--- src/rtl/instr_cache_pkg.sv ---
// Shared types and field-width helpers for the instruction cache and its storage array.
package instr_cache_pkg;

  localparam int INSTR_W  = 32;
  localparam int OFFSET_W = 2;

  typedef enum logic {
    IDLE,
    REFILL
  } state_e;

  function automatic int word_bits(input int words_per_line);
    return $clog2(words_per_line);
  endfunction

  function automatic int index_bits(input int num_lines);
    return $clog2(num_lines);
  endfunction

  function automatic int tag_bits(input int addr_w, input int num_lines, input int words_per_line);
    return addr_w - OFFSET_W - word_bits(words_per_line) - index_bits(num_lines);
  endfunction

endpackage

--- src/rtl/instr_cache_if.sv ---
// Fetch-side and refill-side signals of the instruction cache, bundled for port connection.
interface instr_cache_if
  import instr_cache_pkg::*;
#(
  parameter int ADDR_W = 64
);

  logic [ADDR_W-1:0]  Address;
  logic               Flush;
  logic               Hit;
  logic [INSTR_W-1:0] Instruction;
  logic               Misalign;
  logic               Mem_Req;
  logic [ADDR_W-1:0]  Mem_Addr;
  logic               Mem_Ready;
  logic [INSTR_W-1:0] Mem_Data;

  modport slave (
    input  Address, Flush, Mem_Ready, Mem_Data,
    output Hit, Instruction, Misalign, Mem_Req, Mem_Addr
  );

  modport master (
    output Address, Flush, Mem_Ready, Mem_Data,
    input  Hit, Instruction, Misalign, Mem_Req, Mem_Addr
  );

endinterface

--- src/rtl/instr_cache_array.sv ---
// Direct-mapped line storage: data, tag and valid arrays with one write port and a combinational read.
module instr_cache_array
  import instr_cache_pkg::*;
#(
  parameter int NUM_LINES      = 16,
  parameter int WORDS_PER_LINE = 4,
  parameter int TAG_W          = 56,
  parameter int DATA_W         = INSTR_W,
  localparam int IDX_W         = index_bits(NUM_LINES),
  localparam int WORD_W        = word_bits(WORDS_PER_LINE)
)
(
  input  logic              clk_i,
  input  logic              rst_ni,
  input  logic              clear_i,
  input  logic              wr_en_i,
  input  logic              commit_i,
  input  logic [IDX_W-1:0]  wr_index_i,
  input  logic [WORD_W-1:0] wr_word_i,
  input  logic [DATA_W-1:0] wr_data_i,
  input  logic [TAG_W-1:0]  wr_tag_i,
  input  logic [IDX_W-1:0]  rd_index_i,
  input  logic [WORD_W-1:0] rd_word_i,
  output logic [DATA_W-1:0] rd_data_o,
  output logic [TAG_W-1:0]  rd_tag_o,
  output logic              rd_valid_o
);

  logic [DATA_W-1:0]    data_q [NUM_LINES][WORDS_PER_LINE];
  logic [TAG_W-1:0]     tag_q  [NUM_LINES];
  logic [NUM_LINES-1:0] valid_q;
  logic [NUM_LINES-1:0] valid_d;

  // Data and tags carry no reset; only the valid bits gate their use.
  always_ff @(posedge clk_i) begin
    if (wr_en_i) begin
      data_q[wr_index_i][wr_word_i] <= wr_data_i;
    end
    if (commit_i) begin
      tag_q[wr_index_i] <= wr_tag_i;
    end
  end

  always_comb begin
    valid_d = valid_q;
    if (clear_i) begin
      valid_d = '0;
    end else if (commit_i) begin
      valid_d[wr_index_i] = 1'b1;
    end
  end

  always_ff @(posedge clk_i or negedge rst_ni) begin
    if (!rst_ni) begin
      valid_q <= '0;
    end else begin
      valid_q <= valid_d;
    end
  end

  assign rd_data_o  = data_q[rd_index_i][rd_word_i];
  assign rd_tag_o   = tag_q[rd_index_i];
  assign rd_valid_o = valid_q[rd_index_i];

endmodule

--- src/rtl/instr_cache.sv ---
// Direct-mapped read-only instruction cache: zero-latency lookup, line refill over a req/ready beat handshake.
module instr_cache
  import instr_cache_pkg::*;
#(
  parameter int ADDR_W         = 64,
  parameter int NUM_LINES      = 16,
  parameter int WORDS_PER_LINE = 4
)
(
  input  logic          Clock,
  input  logic          Reset_n,
  instr_cache_if.slave  bus
);

  localparam int WORD_W   = word_bits(WORDS_PER_LINE);
  localparam int IDX_W    = index_bits(NUM_LINES);
  localparam int TAG_W    = tag_bits(ADDR_W, NUM_LINES, WORDS_PER_LINE);
  localparam int LINE_LSB = OFFSET_W + WORD_W;
  localparam int LINE_W   = ADDR_W - LINE_LSB;
  localparam logic [WORD_W-1:0] LAST_BEAT = WORD_W'(WORDS_PER_LINE - 1);

  state_e              state_q, state_d;
  logic [WORD_W-1:0]   beat_q, beat_d;
  logic [LINE_W-1:0]   line_q, line_d;

  logic                misalign;
  logic [WORD_W-1:0]   fetch_word;
  logic [IDX_W-1:0]    fetch_idx;
  logic [TAG_W-1:0]    fetch_tag;
  logic [IDX_W-1:0]    fill_idx;
  logic [TAG_W-1:0]    fill_tag;

  logic [INSTR_W-1:0]  rd_data;
  logic [TAG_W-1:0]    rd_tag;
  logic                rd_valid;
  logic                lookup_hit;
  logic                clear;
  logic                wr_en;
  logic                commit;

  assign misalign   = |bus.Address[OFFSET_W-1:0];
  assign fetch_word = bus.Address[LINE_LSB-1:OFFSET_W];
  assign fetch_idx  = bus.Address[LINE_LSB+IDX_W-1:LINE_LSB];
  assign fetch_tag  = bus.Address[ADDR_W-1:LINE_LSB+IDX_W];

  // The latched line number holds both the victim index and the tag to commit.
  assign fill_idx = line_q[IDX_W-1:0];
  assign fill_tag = line_q[LINE_W-1:IDX_W];

  instr_cache_array #(
    .NUM_LINES      (NUM_LINES),
    .WORDS_PER_LINE (WORDS_PER_LINE),
    .TAG_W          (TAG_W),
    .DATA_W         (INSTR_W)
  ) u_array (
    .clk_i      (Clock),
    .rst_ni     (Reset_n),
    .clear_i    (clear),
    .wr_en_i    (wr_en),
    .commit_i   (commit),
    .wr_index_i (fill_idx),
    .wr_word_i  (beat_q),
    .wr_data_i  (bus.Mem_Data),
    .wr_tag_i   (fill_tag),
    .rd_index_i (fetch_idx),
    .rd_word_i  (fetch_word),
    .rd_data_o  (rd_data),
    .rd_tag_o   (rd_tag),
    .rd_valid_o (rd_valid)
  );

  assign lookup_hit = (state_q == IDLE) && rd_valid && (rd_tag == fetch_tag)
                      && !misalign && !bus.Flush;

  always_comb begin
    state_d = state_q;
    beat_d  = beat_q;
    line_d  = line_q;
    clear   = 1'b0;
    wr_en   = 1'b0;
    commit  = 1'b0;
    unique case (state_q)
      IDLE: begin
        if (bus.Flush) begin
          clear = 1'b1;
        end else if (!lookup_hit && !misalign) begin
          line_d  = bus.Address[ADDR_W-1:LINE_LSB];
          beat_d  = '0;
          state_d = REFILL;
        end
      end
      REFILL: begin
        // Flush wins over a beat arriving in the same cycle; that beat is dropped.
        if (bus.Flush) begin
          clear   = 1'b1;
          state_d = IDLE;
        end else if (bus.Mem_Ready) begin
          wr_en  = 1'b1;
          beat_d = beat_q + WORD_W'(1);
          if (beat_q == LAST_BEAT) begin
            commit  = 1'b1;
            state_d = IDLE;
          end
        end
      end
      default: state_d = IDLE;
    endcase
  end

  always_ff @(posedge Clock or negedge Reset_n) begin
    if (!Reset_n) begin
      state_q <= IDLE;
      beat_q  <= '0;
      line_q  <= '0;
    end else begin
      state_q <= state_d;
      beat_q  <= beat_d;
      line_q  <= line_d;
    end
  end

  assign bus.Hit         = lookup_hit;
  assign bus.Instruction = lookup_hit ? rd_data : '0;
  assign bus.Misalign    = misalign;
  assign bus.Mem_Req     = (state_q == REFILL);
  assign bus.Mem_Addr    = (state_q == REFILL) ? {line_q, beat_q, {OFFSET_W{1'b0}}} : '0;

endmodule

--- src/flat_wrapper.sv ---
// flat-port wrapper written by rule: the top's interface ports become plain ports
module instr_cache_flat import instr_cache_pkg::*;
#(
  parameter int ADDR_W         = 64,
  parameter int NUM_LINES      = 16,
  parameter int WORDS_PER_LINE = 4
)
  (Clock, Reset_n, bus_Address, bus_Flush, bus_Mem_Ready, bus_Mem_Data, bus_Hit, bus_Instruction, bus_Misalign, bus_Mem_Req, bus_Mem_Addr);
  instr_cache_if #(.ADDR_W(ADDR_W)) bus_i ();
  input  logic Clock;
  input  logic Reset_n;
  input wire logic [$bits(bus_i.Address)-1:0] bus_Address;
  input wire logic [$bits(bus_i.Flush)-1:0] bus_Flush;
  input wire logic [$bits(bus_i.Mem_Ready)-1:0] bus_Mem_Ready;
  input wire logic [$bits(bus_i.Mem_Data)-1:0] bus_Mem_Data;
  output wire logic [$bits(bus_i.Hit)-1:0] bus_Hit;
  output wire logic [$bits(bus_i.Instruction)-1:0] bus_Instruction;
  output wire logic [$bits(bus_i.Misalign)-1:0] bus_Misalign;
  output wire logic [$bits(bus_i.Mem_Req)-1:0] bus_Mem_Req;
  output wire logic [$bits(bus_i.Mem_Addr)-1:0] bus_Mem_Addr;
  assign bus_i.Address = bus_Address;
  assign bus_i.Flush = bus_Flush;
  assign bus_i.Mem_Ready = bus_Mem_Ready;
  assign bus_i.Mem_Data = bus_Mem_Data;
  assign bus_Hit = bus_i.Hit;
  assign bus_Instruction = bus_i.Instruction;
  assign bus_Misalign = bus_i.Misalign;
  assign bus_Mem_Req = bus_i.Mem_Req;
  assign bus_Mem_Addr = bus_i.Mem_Addr;
  instr_cache #(.ADDR_W(ADDR_W), .NUM_LINES(NUM_LINES), .WORDS_PER_LINE(WORDS_PER_LINE)) u_core (.Clock(Clock), .Reset_n(Reset_n), .bus(bus_i));
endmodule
--- config.mk ---
export PLATFORM = sky130hd
export DESIGN_NAME = instr_cache_flat
export DESIGN_NICKNAME = d
export VERILOG_FILES = /design/src/rtl/instr_cache_pkg.sv /design/src/rtl/instr_cache_if.sv /design/src/rtl/instr_cache_array.sv /design/src/rtl/instr_cache.sv /design/src/flat_wrapper.sv
export SDC_FILE = /design/constraint.sdc
export NUM_CORES = 2
export LEC_CHECK = 0
export BUFFER_PORTS_ARGS = -buffer_cell sky130_fd_sc_hd__buf_4
export CAP_MARGIN = 0
export CORE_ASPECT_RATIO = 1.25
export CORE_MARGIN = 4
export CORE_UTILIZATION = 27
export DETAILED_ROUTE_END_ITERATION = 6
export SYNTH_ARGS = -nofsm -noshare
export SYNTH_HDL_FRONTEND = slang
export SYNTH_SLANG_ARGS = --single-unit
export TNS_END_PERCENT = 30
--- constraint.sdc ---
create_clock -name Clock -period 5.25 [get_ports Clock]
set_input_delay 0.2625 -clock Clock [delete_from_list [all_inputs] [get_ports Clock]]
set_output_delay 0.2625 -clock Clock [all_outputs]
set_load 0.05 [all_outputs]
==> impl_metrics.yaml <==
outcome:
  outcome: "completed"
sta:
  fin_skew_ns: 0.05465
  hold_viol: 0
  whs_ns: 0.2021
  clock.fmax_ghz: 0.2045
  post-route-min-period_ns: 4.890
  slew_viol_final: 0
  setup_ws_ns: 0.3604
  tightest_slew_ns: 1.245
  rsz0062_at_grt: "false"
  min_period_over_period_pct: 93.14
  relSlewSlack_pct: 16.80
  fin_setup_tns_ns: 0
  finalSetupViolCount: 0
setup_path:
  regToRegStartpoint: "u_core.u_array.tag_q[15][16]"
  path_class: "flop to primary output"
  timing.rr.end: "u_core.line_q[6]"
  cp-end-kind: "primary output"
  worst_setup_path_start_kind: "flop"
  reg2reg_slack_ns: 1.43
  worst-endpoint-required_ns: 4.99
  worstPathArrival_ns: 4.63
  r2r_cells: 11
  crit_fanout: 33
power_and_ir_drop:
  switching_share_pct: 22.43
  power_frac_seq_pct: 51.9
  p_int_mw: 41.34
  power_density_nw_per_um2: 384.0
  total_power_mw: 53.29
  combPwrFrac_pct: 5.6
  p_sw_mw: 11.95
  vdd_drop_max_mv: 0.3151
  power.share.clock_pct: 42.5
  p_leak_nw: 43.25
routing:
  antenna_left: 0
  num_vias: 56770
  drc: 0
  viasPerCell: 4.903
  firstDrtPassIters: 6
  wire_per_inst_um: 28.11
  drt-initial-drc-count: 6932
  drt-total-wl_um: 325500
synth:
  synth_top_area_share_pct: 75.38
  netlist_top_cells_count: "edfxtp_1, mux4_2, nor2_1"
  syn_area_per_cell_sq_um: 23.25
  synth_async_sr_flop_share_pct: 2.613
  syn_inst: 5044
  synth_most_common_cell: "edfxtp_1"
  synthAdderAreaFrac_pct: 0.04268
  synthXorXnorAreaFrac_pct: 0.3798
  synth_top_family_by_area: "multiplexers"
  synth-seq-cells: 3023
  yosysWarnings: 0
  synth-compound-area-share_pct: 1.018
  yosys.area.top_type: "edfxtp_1"
  synthFlopType: "edfxtp_1"
  yosysUniqueCellTypes: 74
  synth_edf_count: 2944
  synth_area_leaders: "edfxtp_1, mux4_2, dfrtp_1"
  synth_mux_area_share_pct: 18.32
  synth-simple-area-share_pct: 1.910
  ys_seq_area_share_pct: 77.07
  synth_area_sq_um: 117300
cts:
  postCtsSetupBuffers: 0
  clkTransAtPathRegs_ns: 0.06
  cts_resized: 0
  clk_latency_ns: 0.88
  numCtsBuffers: 319
  cts-root-buf: "clkbuf_16"
  clockBufferDepth: 4
  numClockSinks: 3023
  htree_levels: 5
  cts_tree: "yes"
global_routing:
  grt_usage_pct: 14.20
  grt_max_degree: 119
  grt_pass1_wl_um: 454800
  grt.overflow.total: 0
  grt_pass1_vias: 58110
  antenna_found_initial: 29
die:
  start_util_pct: 27.10
  die_y_um: 744.8
  ios: 199
  rows: 270
  die_x_um: 597.5
  dieArea_sq_um: 445000
  core_sq_um: 432800
final_layout:
  utilization_pct: 32.07
  stdcell_area_sq_um: 138800
  area_delta_synth_final_pct: 18.33
  drive_above_1_share_pct: 32.10
  final_cells: 11580
  fin_nets: 5697
placed_design:
  placed_cells: 10890
  dp_hpwl_um: 183000
  preCtsSetupSlack_ns: 0.4771
  portBuffers: 196
  gp_congestion: 0.8811
  postPlaceCellArea_sq_um: 127200
flow_run:
  max_cap_violations: 0
hold_path:
  hold_class: "input pin to flop"
  worst_hold_startpoint: "bus_Address[47]"
  whs_path_depth: 3
  hold_end: "u_core.line_q[43]"
-- cell usage in the layout, fill, tap and decap left out, types with 15 or more instances in the layout --
master / instances
edfxtp_1: 2944
mux4_2: 848
buf_4: 350
clkbuf_16: 323
mux2i_1: 148
dlygate4sd3_1: 95
nor2_4: 80
dfrtp_1: 78
nor2_1: 69
nand2_1: 68
and2_1: 67
clkinv_2: 67
mux2_2: 64
clkinv_1: 60
clkbuf_1: 55
nor2b_1: 48
buf_12: 44
bufinv_16: 32
a22oi_1: 29
xor2_1: 28
xnor2_1: 21
a21oi_1: 20
nand3_1: 20
nor3_1: 17
o22ai_1: 16
nand4_1: 16
o21ai_0: 15
-- logic make-up after synthesis --
group | count (synthesis)
AO/OA/AOI/OAI | 164
XOR/XNOR | 50
adder cells (fa/ha/maj) | 4
buffers and inverters | 284
flip-flops | 3023
multiplexers | 1072
other | 1
AND/OR/NAND/NOR | 446
-- per-layer routing --
metal  vias to the layer above  GRT usage, %  part of all wire, %
li1                      22640             -                    -
met2                      2693         23.99                   50
met3                       563         2.647                  7.6
met4                        10         3.986                  2.9
met1                     30870         18.69                   40
met5                         -             0                0.019
-- power groups by stage --
stage	Clock (mW)	Combinational, mW	Sequential (mW)
after CTS	23.1	3.00	27.6
after floorplan	0	1.71	27.8
final	22.7	2.98	27.6
after detailed placement	0	2.93	28.1
after global routing	24.2	3.13	27.7
after global placement	0	2.89	28.1
-- flip-flops by register name (all words and copies together), names as in the netlist --
signal                  flops
u_core.u_array.tag_q      896
u_core.u_array.data_q    2048
u_core.line_q              60
u_core.bus.Mem_Req          1
u_core.u_array.valid_q     16
u_core.beat_q               2
-- how the worst max path moves through the flow --
| stage | startpoint | endpoint | slack, ns | cells after the start |
|---|---|---|---|---|
| 3_3_place_gp | bus_Address[4] | bus_Instruction[1] | 0.29 | 14 |
| 5_1_grt | u_core.u_array.tag_q[15][17] | bus_Instruction[1] | 0.19 | 12 |
| 4_1_cts | u_core.u_array.tag_q[9][7] | bus_Instruction[1] | 0.26 | 11 |
| 3_5_place_dp | bus_Address[4] | bus_Instruction[1] | 0.48 | 14 |
| 6_report | u_core.u_array.tag_q[9][7] | bus_Instruction[1] | 0.36 | 11 |
| 2_1_floorplan | u_core.bus.Mem_Req | u_core.u_array.tag_q[11][0] | 0.72 | 6 |
-- area by class of cell --
type | count | area, sq um
repair buffers | 495 | 4554
well taps | 5712 | 7147
flip-flops and latches | 3023 | 90380
clock buffers | 387 | 8413
diodes | 9 | 22.52
clock inverters | 200 | 2145
multi-input cells | 1738 | 26040
fillers | 40610 | 294000
inverters | 16 | 60.06
-- worst max-delay path, stage by stage (launching register included) --
cell and delay, ns:
edfxtp_1 0.39, mux4_1 0.52, mux4_2 0.51, xnor2_2 0.22
inv_1 0.05, or4b_1 0.54, nor4_1 0.63, nand3_2 0.17
buf_12 0.20, nor2b_1 0.17, buf_4 0.12, buf_4 0.18
-- what timing repair did --
item,in CTS,in global routing
hold endpoints to repair,2200,0
endpoints found under the setup margin,0,0
hold buffers,96,0
Note: power is estimated with default switching activity, not from simulation.
